<file path="src/rtl/usb_tx_arb_defs.sv">
// ----------------------------------------------------------------------------
// usb_tx_arb_defs
//   Shared definitions for the UTMI transmit arbiter: FSM state encodings,
//   one-hot grant codes and a counter-width helper.
// ----------------------------------------------------------------------------
package usb_tx_arb_defs;

  typedef enum logic [1:0] {
    ST_IDLE = 2'd0,
    ST_SEND = 2'd1,
    ST_GAP  = 2'd2
  } arb_state_e;

  localparam logic [1:0] GRANT_NONE = 2'b00;
  localparam logic [1:0] GRANT_REQ0 = 2'b01;
  localparam logic [1:0] GRANT_REQ1 = 2'b10;

  // Bits needed to hold the value max_val (at least one bit).
  function automatic int unsigned cnt_width(input int unsigned max_val);
    return (max_val < 2) ? 1 : $clog2(max_val + 1);
  endfunction

endpackage

</file>
<file path="src/rtl/usb_tx_timer.sv">
// ----------------------------------------------------------------------------
// usb_tx_timer
//   Loadable up/down counter that saturates at both ends, with a zero flag.
//   Priority: clear > load > increment > decrement.
// Ports
//   clk, rst     clock, asynchronous active-low reset
//   i_clear      force count to zero
//   i_load       load i_load_val
//   i_inc        count up (holds at all-ones)
//   i_dec        count down (holds at zero)
//   o_count      current count
//   o_zero       count == 0
// ----------------------------------------------------------------------------
module usb_tx_timer #(
  parameter int W = 4
) (
  input  logic         clk,
  input  logic         rst,
  input  logic         i_clear,
  input  logic         i_load,
  input  logic [W-1:0] i_load_val,
  input  logic         i_inc,
  input  logic         i_dec,
  output logic [W-1:0] o_count,
  output logic         o_zero
);

  logic [W-1:0] r_count;

  // NOTE: state is written only with non-blocking assignments so every
  // register samples the pre-edge values of its neighbours.
  always_ff @(posedge clk or negedge rst) begin
    if (!rst) begin
      r_count <= '0;
    end else if (i_clear) begin
      r_count <= '0;
    end else if (i_load) begin
      r_count <= i_load_val;
    end else if (i_inc && (r_count != '1)) begin
      r_count <= r_count + W'(1);
    end else if (i_dec && (r_count != '0)) begin
      r_count <= r_count - W'(1);
    end
  end

  assign o_count = r_count;
  assign o_zero  = (r_count == '0);

endmodule

</file>
<file path="src/rtl/usb_utmi_tx_arb.sv">
// ----------------------------------------------------------------------------
// usb_utmi_tx_arb
//   Shares the UTMI transmit port between req0 (handshake/token engine, high
//   priority) and req1 (data-packet engine). Whole packets are sent without
//   interleaving, an inter-packet gap is enforced, a new packet is not
//   started while the PHY is receiving, and a packet is aborted on PHY stall
//   timeout, source underrun or USB bus reset.
// Ports
//   clk, rst                      clock, asynchronous active-low reset
//   usb_rst                       USB bus reset: abort and return to idle
//   reqN_valid/_data/_last        packet source N byte stream
//   reqN_ready                    byte accepted this clock (with reqN_valid)
//   utmi_data_out, utmi_tx_valid  to PHY DataOut/TxValid
//   utmi_tx_ready, utmi_rx_active from PHY TxReady/RxActive
//   grant                         one-hot packet owner, 00 when not sending
//   busy                          arbiter not idle
//   tx_done / tx_err              one-clock pulses: packet sent / aborted
// ----------------------------------------------------------------------------
module usb_utmi_tx_arb
  import usb_tx_arb_defs::*;
#(
  parameter int IPG_CYCLES    = 8,
  parameter int READY_TIMEOUT = 64
) (
  input  logic       clk,
  input  logic       rst,
  input  logic       usb_rst,
  input  logic       req0_valid,
  input  logic [7:0] req0_data,
  input  logic       req0_last,
  output logic       req0_ready,
  input  logic       req1_valid,
  input  logic [7:0] req1_data,
  input  logic       req1_last,
  output logic       req1_ready,
  output logic [7:0] utmi_data_out,
  output logic       utmi_tx_valid,
  input  logic       utmi_tx_ready,
  input  logic       utmi_rx_active,
  output logic [1:0] grant,
  output logic       busy,
  output logic       tx_done,
  output logic       tx_err
);

  localparam int GAP_W = cnt_width(IPG_CYCLES);
  localparam int TO_W  = cnt_width(READY_TIMEOUT);

  arb_state_e       r_state;
  logic [1:0]       r_grant;
  logic             r_tx_valid;
  logic             r_tx_done;
  logic             r_tx_err;

  logic             w_in_send;
  logic             w_own_valid;
  logic             w_own_last;
  logic             w_accept;
  logic             w_done;
  logic             w_timeout;
  logic             w_abort;
  logic             w_to_gap;
  logic             w_gap_zero;
  logic [TO_W-1:0]  w_to_cnt;
  logic [GAP_W-1:0] w_gap_cnt_unused;
  logic             w_to_zero_unused;

  assign w_in_send = (r_state == ST_SEND);

  assign req0_ready = r_grant[0] & utmi_tx_ready & w_in_send & r_tx_valid;
  assign req1_ready = r_grant[1] & utmi_tx_ready & w_in_send & r_tx_valid;

  // Byte stream of whichever source owns the current packet.
  // NOTE: every always_comb output gets a default first so no path can
  // leave it unassigned and infer a latch.
  always_comb begin
    utmi_data_out = 8'h00;
    w_own_valid   = 1'b0;
    w_own_last    = 1'b0;
    if (r_grant == GRANT_REQ0) begin
      utmi_data_out = req0_data;
      w_own_valid   = req0_valid;
      w_own_last    = req0_last;
    end else if (r_grant == GRANT_REQ1) begin
      utmi_data_out = req1_data;
      w_own_valid   = req1_valid;
      w_own_last    = req1_last;
    end
  end

  assign w_accept  = (req0_valid & req0_ready) | (req1_valid & req1_ready);
  assign w_done    = w_in_send & w_accept & w_own_last;
  // The timer holds the number of stalled clocks already seen, so this clock
  // being stalled too makes READY_TIMEOUT in a row.
  assign w_timeout = w_in_send & ~utmi_tx_ready &
                     (w_to_cnt >= TO_W'(READY_TIMEOUT - 1));
  // A completed last byte beats a simultaneous underrun/timeout.
  assign w_abort   = ~w_done & ((w_in_send & ~w_own_valid) | w_timeout);
  assign w_to_gap  = ~usb_rst & (w_done | w_abort);

  usb_tx_timer #(.W(GAP_W)) u_gap_timer (
    .clk        (clk),
    .rst        (rst),
    .i_clear    (1'b0),
    .i_load     (w_to_gap),
    .i_load_val (GAP_W'(IPG_CYCLES)),
    .i_inc      (1'b0),
    .i_dec      (r_state == ST_GAP),
    .o_count    (w_gap_cnt_unused),
    .o_zero     (w_gap_zero)
  );

  // Counts consecutive stalled SEND clocks; any TxReady or leaving SEND
  // restarts the run.
  usb_tx_timer #(.W(TO_W)) u_ready_timer (
    .clk        (clk),
    .rst        (rst),
    .i_clear    (~w_in_send | utmi_tx_ready),
    .i_load     (1'b0),
    .i_load_val ('0),
    .i_inc      (w_in_send),
    .i_dec      (1'b0),
    .o_count    (w_to_cnt),
    .o_zero     (w_to_zero_unused)
  );

  always_ff @(posedge clk or negedge rst) begin
    if (!rst) begin
      r_state    <= ST_IDLE;
      r_grant    <= GRANT_NONE;
      r_tx_valid <= 1'b0;
      r_tx_done  <= 1'b0;
      r_tx_err   <= 1'b0;
    end else begin
      r_tx_done <= 1'b0;
      r_tx_err  <= 1'b0;
      if (usb_rst) begin
        r_tx_err   <= w_in_send;
        r_state    <= ST_IDLE;
        r_grant    <= GRANT_NONE;
        r_tx_valid <= 1'b0;
      end else begin
        case (r_state)
          ST_IDLE: begin
            if (!utmi_rx_active && (req0_valid || req1_valid)) begin
              r_grant    <= req0_valid ? GRANT_REQ0 : GRANT_REQ1;
              r_state    <= ST_SEND;
              r_tx_valid <= 1'b1;
            end
          end
          ST_SEND: begin
            if (w_done || w_abort) begin
              r_tx_done  <= w_done;
              r_tx_err   <= w_abort;
              r_grant    <= GRANT_NONE;
              r_tx_valid <= 1'b0;
              r_state    <= ST_GAP;
            end
          end
          ST_GAP: begin
            if (w_gap_zero) begin
              r_state <= ST_IDLE;
            end
          end
          default: begin
            r_state    <= ST_IDLE;
            r_grant    <= GRANT_NONE;
            r_tx_valid <= 1'b0;
          end
        endcase
      end
    end
  end

  assign utmi_tx_valid = r_tx_valid;
  assign grant         = r_grant;
  assign busy          = (r_state != ST_IDLE);
  assign tx_done       = r_tx_done;
  assign tx_err        = r_tx_err;

endmodule

</file>
<file path="config.mk">
export PLATFORM = sky130hd
export DESIGN_NAME = usb_utmi_tx_arb
export DESIGN_NICKNAME = d
export VERILOG_FILES = /design/src/rtl/usb_tx_arb_defs.sv /design/src/rtl/usb_tx_timer.sv /design/src/rtl/usb_utmi_tx_arb.sv
export SDC_FILE = /design/constraint.sdc
export NUM_CORES = 1
export LEC_CHECK = 0
export ABC_CLOCK_PERIOD_IN_PS = 4610
export CORE_MARGIN = 3
export CORE_UTILIZATION = 46
export CTS_CLUSTER_DIAMETER = 40
export DETAILED_ROUTE_END_ITERATION = 8
export HOLD_SLACK_MARGIN = 0.08
export PLACE_DENSITY = 0.84
export SLEW_MARGIN = 10
export SYNTH_ARGS = -nofsm -noshare
export SYNTH_HDL_FRONTEND = slang
export SYNTH_SLANG_ARGS = --single-unit
</file>
<file path="constraint.sdc">
create_clock -name clk -period 4.61 [get_ports clk]
set_clock_uncertainty 0.1 [all_clocks]
set_input_delay 0.461 -clock clk [delete_from_list [all_inputs] [get_ports clk]]
set_output_delay 0.461 -clock clk [all_outputs]
set_load 0.01 [all_outputs]
</file>
### Yosys cells after proc, flatten, opt, wreduce, memory -nomap -nowiden

Cells that the tools add are included.

| operators by class | value |
|---|---|
| add/subtract/negate cells | 2 |
| $lt $le $gt $ge | 1 |
| equality and inequality tests | 9 |
| reductions and logical operators | 14 |
| mux-type cells | 30 |
| bitwise logic cells | 24 |

Operators by type and width:

| operator | count |
|---|---|
| $mux 2 | 8 |
| $mux 8 | 2 |
| $and 1x1->1 | 15 |
| $mux 7 | 2 |
| $mux 1 | 13 |
| $pmux 2 s3 | 2 |
| $ne 3x3->1 const B | 3 |
| $mux 4 | 2 |
| $add 7x1->7 const B | 1 |
| $ge 7x6->1 const B | 1 |
| $ne 7x7->1 const B | 1 |
| $reduce_and 3->1 | 2 |
| $reduce_bool 2->1 | 3 |
| $not 1->1 | 5 |
| $eq 2x1->1 const B | 2 |
| $eq 2x2->1 const B | 2 |
| $logic_not 4->1 | 1 |
| $or 1x1->1 | 4 |
| $reduce_bool 4->1 | 1 |
| $sub 4x1->4 const B | 1 |
| $logic_and 1x1->1 | 3 |
| $pmux 1 s3 | 1 |
| $logic_not 2->1 | 1 |
| $logic_or 1x1->1 | 2 |
| 2 further kinds | 2 |

| word-level totals | value |
|---|---|
| input port bits | 25 |
| output and inout port bits | 16 |
| register bits | 18 |

### Logic depth before layout (Yosys ltp)

| logic depth | value |
|---|---|
| word-level depth | 13 |
| depth in mapped cells | 6 |
| gate-level depth less buffers | 5 |

### Modules after synthesis

From an unflattened synthesis, not the netlist that was laid out.

| unflattened totals | value |
|---|---|
| cell total of the unflattened synthesis | 166 |
| area total of the unflattened synthesis | 1531.5 µm² |

Modules (own cells, without submodules):

| module | cells an instance | area each (µm²) | seq. area each (µm²) | times used |
|---|---|---|---|---|
| usb_tx_timer (u_ready_timer) | 71 | 658.1 | 175.2 | 1 |
| usb_utmi_tx_arb | 64 | 561.8 | 175.2 | 1 |
| usb_tx_timer (u_gap_timer) | 31 | 311.5 | 100.1 | 1 |

### Worst setup path before layout

No wires, ideal clock.

| timing path | value |
|---|---|
| path kind | input-to-reg |
| from | input port utmi_tx_ready |
| to | register r_state[0] |
| arrival time | 1.750 ns |
| stages on the path | 5 |
| slack | 2.636 ns |
| data required time | 4.386 ns |
| library setup time | 0.124 ns |
| path buffers | 1 |
| path through | or3b_1 -> buf_2 -> or3_4 -> and4_4 -> or2_1 |

| on the way | value |
|---|---|
| word-level cells in the longest chain between the ends | 12 |
| elaborated cells on any way between the ends | 20 |

RTL lines:

| what | RTL line | RTL |
|---|---|---|
| start, declared | usb_utmi_tx_arb.sv:38 | `input logic utmi_tx_ready,` |
| $and 1x1->1 (on tied branches) (3 in series) | usb_utmi_tx_arb.sv:70, usb_utmi_tx_arb.sv:71 |  |
| $and 1x1->1 | usb_utmi_tx_arb.sv:91 | `assign w_accept = (req0_valid & req0_ready) \| (req1_valid & req1_ready);` |
| $or 1x1->1 | usb_utmi_tx_arb.sv:91 |  |
| $and 1x1->1 (2 in series) | usb_utmi_tx_arb.sv:92 | `assign w_done = w_in_send & w_accept & w_own_last;` |
| $not 1->1 | usb_utmi_tx_arb.sv:98 | `assign w_abort = ~w_done & ((w_in_send & ~w_own_valid) \| w_timeout);` |
| $and 1x1->1 | usb_utmi_tx_arb.sv:98 |  |
| $logic_or 1x1->1 (*) | usb_utmi_tx_arb.sv:152 | `if (w_done \|\| w_abort) begin` |
| $ne 3x3->1 (no source line) (*) | n/a |  |
| $reduce_and 3->1 (no source line) (*) | n/a |  |
| end signal, assigned | usb_utmi_tx_arb.sv:157 | `r_state <= ST_GAP;` |
| end signal, assigned | usb_utmi_tx_arb.sv:162 | `r_state <= ST_IDLE;` |
| end signal, assigned | usb_utmi_tx_arb.sv:166 | `r_state <= ST_IDLE;` |
| end, declared | usb_utmi_tx_arb.sv:49 | `arb_state_e r_state;` |

Mark *: on every way between the ends. The rest lies on a longest branch, timed or not.
A chain may end at the register's enable or synchronous reset.

### Final worst setup path

| timing path | value |
|---|---|
| from | register r_grant[1], in the netlist grant[1] |
| to | output port utmi_data_out[2] |

| on the way | value |
|---|---|
| word-level cells in the longest chain between the ends | 3 |
| elaborated cells on any way between the ends | 4 |

RTL lines:

| what | RTL line | RTL |
|---|---|---|
| start, declared | usb_utmi_tx_arb.sv:50 | `logic [1:0] r_grant;` |
| start signal, assigned | usb_utmi_tx_arb.sv:146 | `r_grant <= req0_valid ? GRANT_REQ0 : GRANT_REQ1;` |
| $eq 2x2->1 | usb_utmi_tx_arb.sv:84 | `end else if (r_grant == GRANT_REQ1) begin` |
| $mux 8 | usb_utmi_tx_arb.sv:84 |  |
| $mux 8 (*) | usb_utmi_tx_arb.sv:80 | `if (r_grant == GRANT_REQ0) begin` |
| end, declared | usb_utmi_tx_arb.sv:36 | `output logic [7:0] utmi_data_out,` |

Marks and branches as above.

==> results.toml <==
[status]
outcome = "complete, no violations"

[synthesis]
synth_nets = 136
synth_top_cell_area_share_pct = 43.2
synth_edf_count = 0
syn_inst = 109
synth_seq_area_share_pct = 43.2
synth_cell_types = 37
ys.flop_type = "dfrtp_1"
yosys_warnings = 0
avgSynthCellArea_sq_um = 9.56
yosys-top-cells-area = "dfrtp_1 (43%), a22o_1 (8.4%), nor2_1 (6.1%)"
syn_area_sq_um = 1040
ys_ff_latch = 18
yosysTopAreaCell = "dfrtp_1"
synthArstFlopShare_pct = 100

[sta]
setup_ws_ns = 1.94
min_period_over_period_pct = 57.9
worst_slew_pin_slew_ns = 0.800
setup_tns_ns = 0
hold_viol_final = 0
period_minus_slack_ns = 2.67
max_freq_mhz = 374
rsz0062_at_grt = "false"
maxSlewViolCount = 0
slew-limit-headroom_pct = 46.5
final-setup-viol-count = 0

[clock_network]
cts_resized = 0
cts_root_buf = "clkbuf_4"
post_cts_buffers = 0
htree_levels = 1
cts_tree = "yes"
clk_pin_slew_ns = 0.10
hold_buffers = 0
clock_latency_ns = 0.30
cts_made_buffers = 3
cts_num_sinks = 18
cts_buffer_depth = 2

[drt]
avgViaCountPerCell = 5.82
routed_wl_um = 2790
drt-pass1-iter-count = 4
drc = 0
vias = 1025
postRouteAntennaNets = 0
drt_iter0_drc = 16
wl_per_cell_um = 15.9

[global_route]
grt_pass1_vias = 1010
grt_usage_pct = 22.5
grt.overflow.total = 0
grt_max_degree = 19
grt_pass1_wl_um = 4510
antenna_found_initial = 0

[placement]
place_ws_ns = 2.14
dp.cells = 172
port_buffers = 40
postPlaceCellArea_sq_um = 1460
gp_congestion = 0.826
dp_hpwl_um = 2190

[critical_path]
worstPathArrival_ns = 2.11
cp-start-kind = "flip-flop"
endpoint_kind = "output pin"
crit_required_ns = 4.05
cp_max_fo = 9
criticalPathCategory = "reg2out"

[floorplanning]
core_sq_um = 2060
rows = 16
io_pins = 41
die_area_sq_um = 2870
initial_utilization_pct = 50.5
die_w_um = 53.6
die_h_um = 53.6

[flow_run]
drv_cap = 0

[finish]
antennaDiodeCount = 0
multi_input_area_sq_um = 553
fin_nets = 177
drive_gt1_share_pct = 6.04
seq_area_sq_um = 450
area_delta_synth_final_pct = 43.6
layout.cells.non_filler = 176
final.fill_count = 181
post-route-util_pct = 72.6
stdcell_area_sq_um = 1500

[min_path]
min_path_type = "reg2reg"

[pwr]
irDropWorstVdd_v = 0.000234
p_leak_nw = 0.631
cellPowerDensity_nw_per_um2 = 278
-- placed cells by master, fill, tap and decap left out, drive strengths merged, types with 2 or more instances in the layout --
cell type	instances
ha	2
clkbuf	4
nand4	2
o21ai	2
xnor2	4
or2	2
a211oi	2
a41oi	2
mux2i	2
a21oi	3
nand3b	4
dfrtp	18
a211o	2
a31oi	3
clkdlybuf4s50	40
nor2	17
and3	2
inv	6
a22o	10
nor3	3
nand3	4
-- per-layer routing --
| layer | track usage, % | up-vias | wire length [um] | part of all wire [%] |
|---|---|---|---|---|
| met5 | 0 | - | 0 | 0 |
| met4 | 10.2 | 0 | 55 | 2.0 |
| met3 | 6.93 | 5 | 241 | 8.6 |
| met2 | 36.7 | 51 | 1420 | 51 |
| met1 | 27.2 | 482 | 1080 | 39 |
| li1 | - | 487 | - | - |
-- critical path, stage by stage (launching register included) --
cell and delay, ns:
dfrtp_1 0.50, inv_1 0.11, nor2_1 0.41, a22o_1 0.25
clkdlybuf4s50_1 0.55
-- flip-flops by register name, summed over array words and instances (netlist names) --
| name | cells |
|---|---|
| u_ready_timer.o_count | 7 |
| tx_err | 1 |
| u_gap_timer.o_count | 4 |
| utmi_tx_valid | 1 |
| grant | 2 |
| r_state | 2 |
| tx_done | 1 |
-- area by class of cell --
type / count / share of cell area (%)
clock buffers: 4 / 2.42
well taps: 27 / 2.26
repair buffers: 40 / 26.8
multi-input cells: 81 / 37.0
inverters: 6 / 1.51
flip-flops and latches: 18 / 30.1
-- synthesized netlist by cell type, types with 2 or more instances --
cell type  instances
nor3_1             3
dfrtp_1           18
ha_1               2
a21oi_1            3
nand3_1            4
a31oi_1            3
nand4_1            2
a41oi_1            2
o21ai_0            2
clkbuf_1           3
a211o_1            2
mux2i_1            2
a211oi_1           2
nor2_1            17
nand3b_1           4
a22o_1            10
inv_1              6
xnor2_1            4
and3_1             2
-- kinds of logic (layout without fill, tap and decap cells) --
logic type,Yosys count,count (layout),synth area share [%]
simple gates,42,42,22.1
buf+inv,10,50,3.72
xor+xnor,4,4,3.36
flops,18,18,43.2
fa+ha+maj,2,2,2.40
compound gates,30,30,22.2
mux,3,3,3.00
-- through the flow --
stage	hold WS, ns	total power [mW]
2_1_floorplan	0.0654	0.260
6_report	0.487	0.416
4_1_cts	0.481	0.420
5_1_grt	0.513	0.441
3_5_place_dp	0.439	0.320
3_3_place_gp	0.425	0.311
-- where the power goes --
part	switching, mW	internal, mW	leakage (nW)	total (mW)
sequential	0.0216	0.178	0.241	0.200
clock	0.0513	0.0483	0.0210	0.0996
combinational	0.0505	0.0666	0.369	0.117
-- path summary, 6_finish.rpt --
kind                                             to  cells after the start                   start  slack, ns
max                                utmi_data_out[2]                      4                grant[1]       1.94
min reg2reg                  u_gap_timer.o_count[2]                      2  u_gap_timer.o_count[2]       0.49
max in group asynchronous                  grant[1]                      1                     rst       3.40
min                          u_gap_timer.o_count[2]                      2  u_gap_timer.o_count[2]       0.49
min in group asynchronous  u_ready_timer.o_count[4]                      1                     rst       0.51
max reg2reg                              r_state[0]                      4              r_state[0]       2.56
No activity file was read; power rests on OpenSTA's default activity.
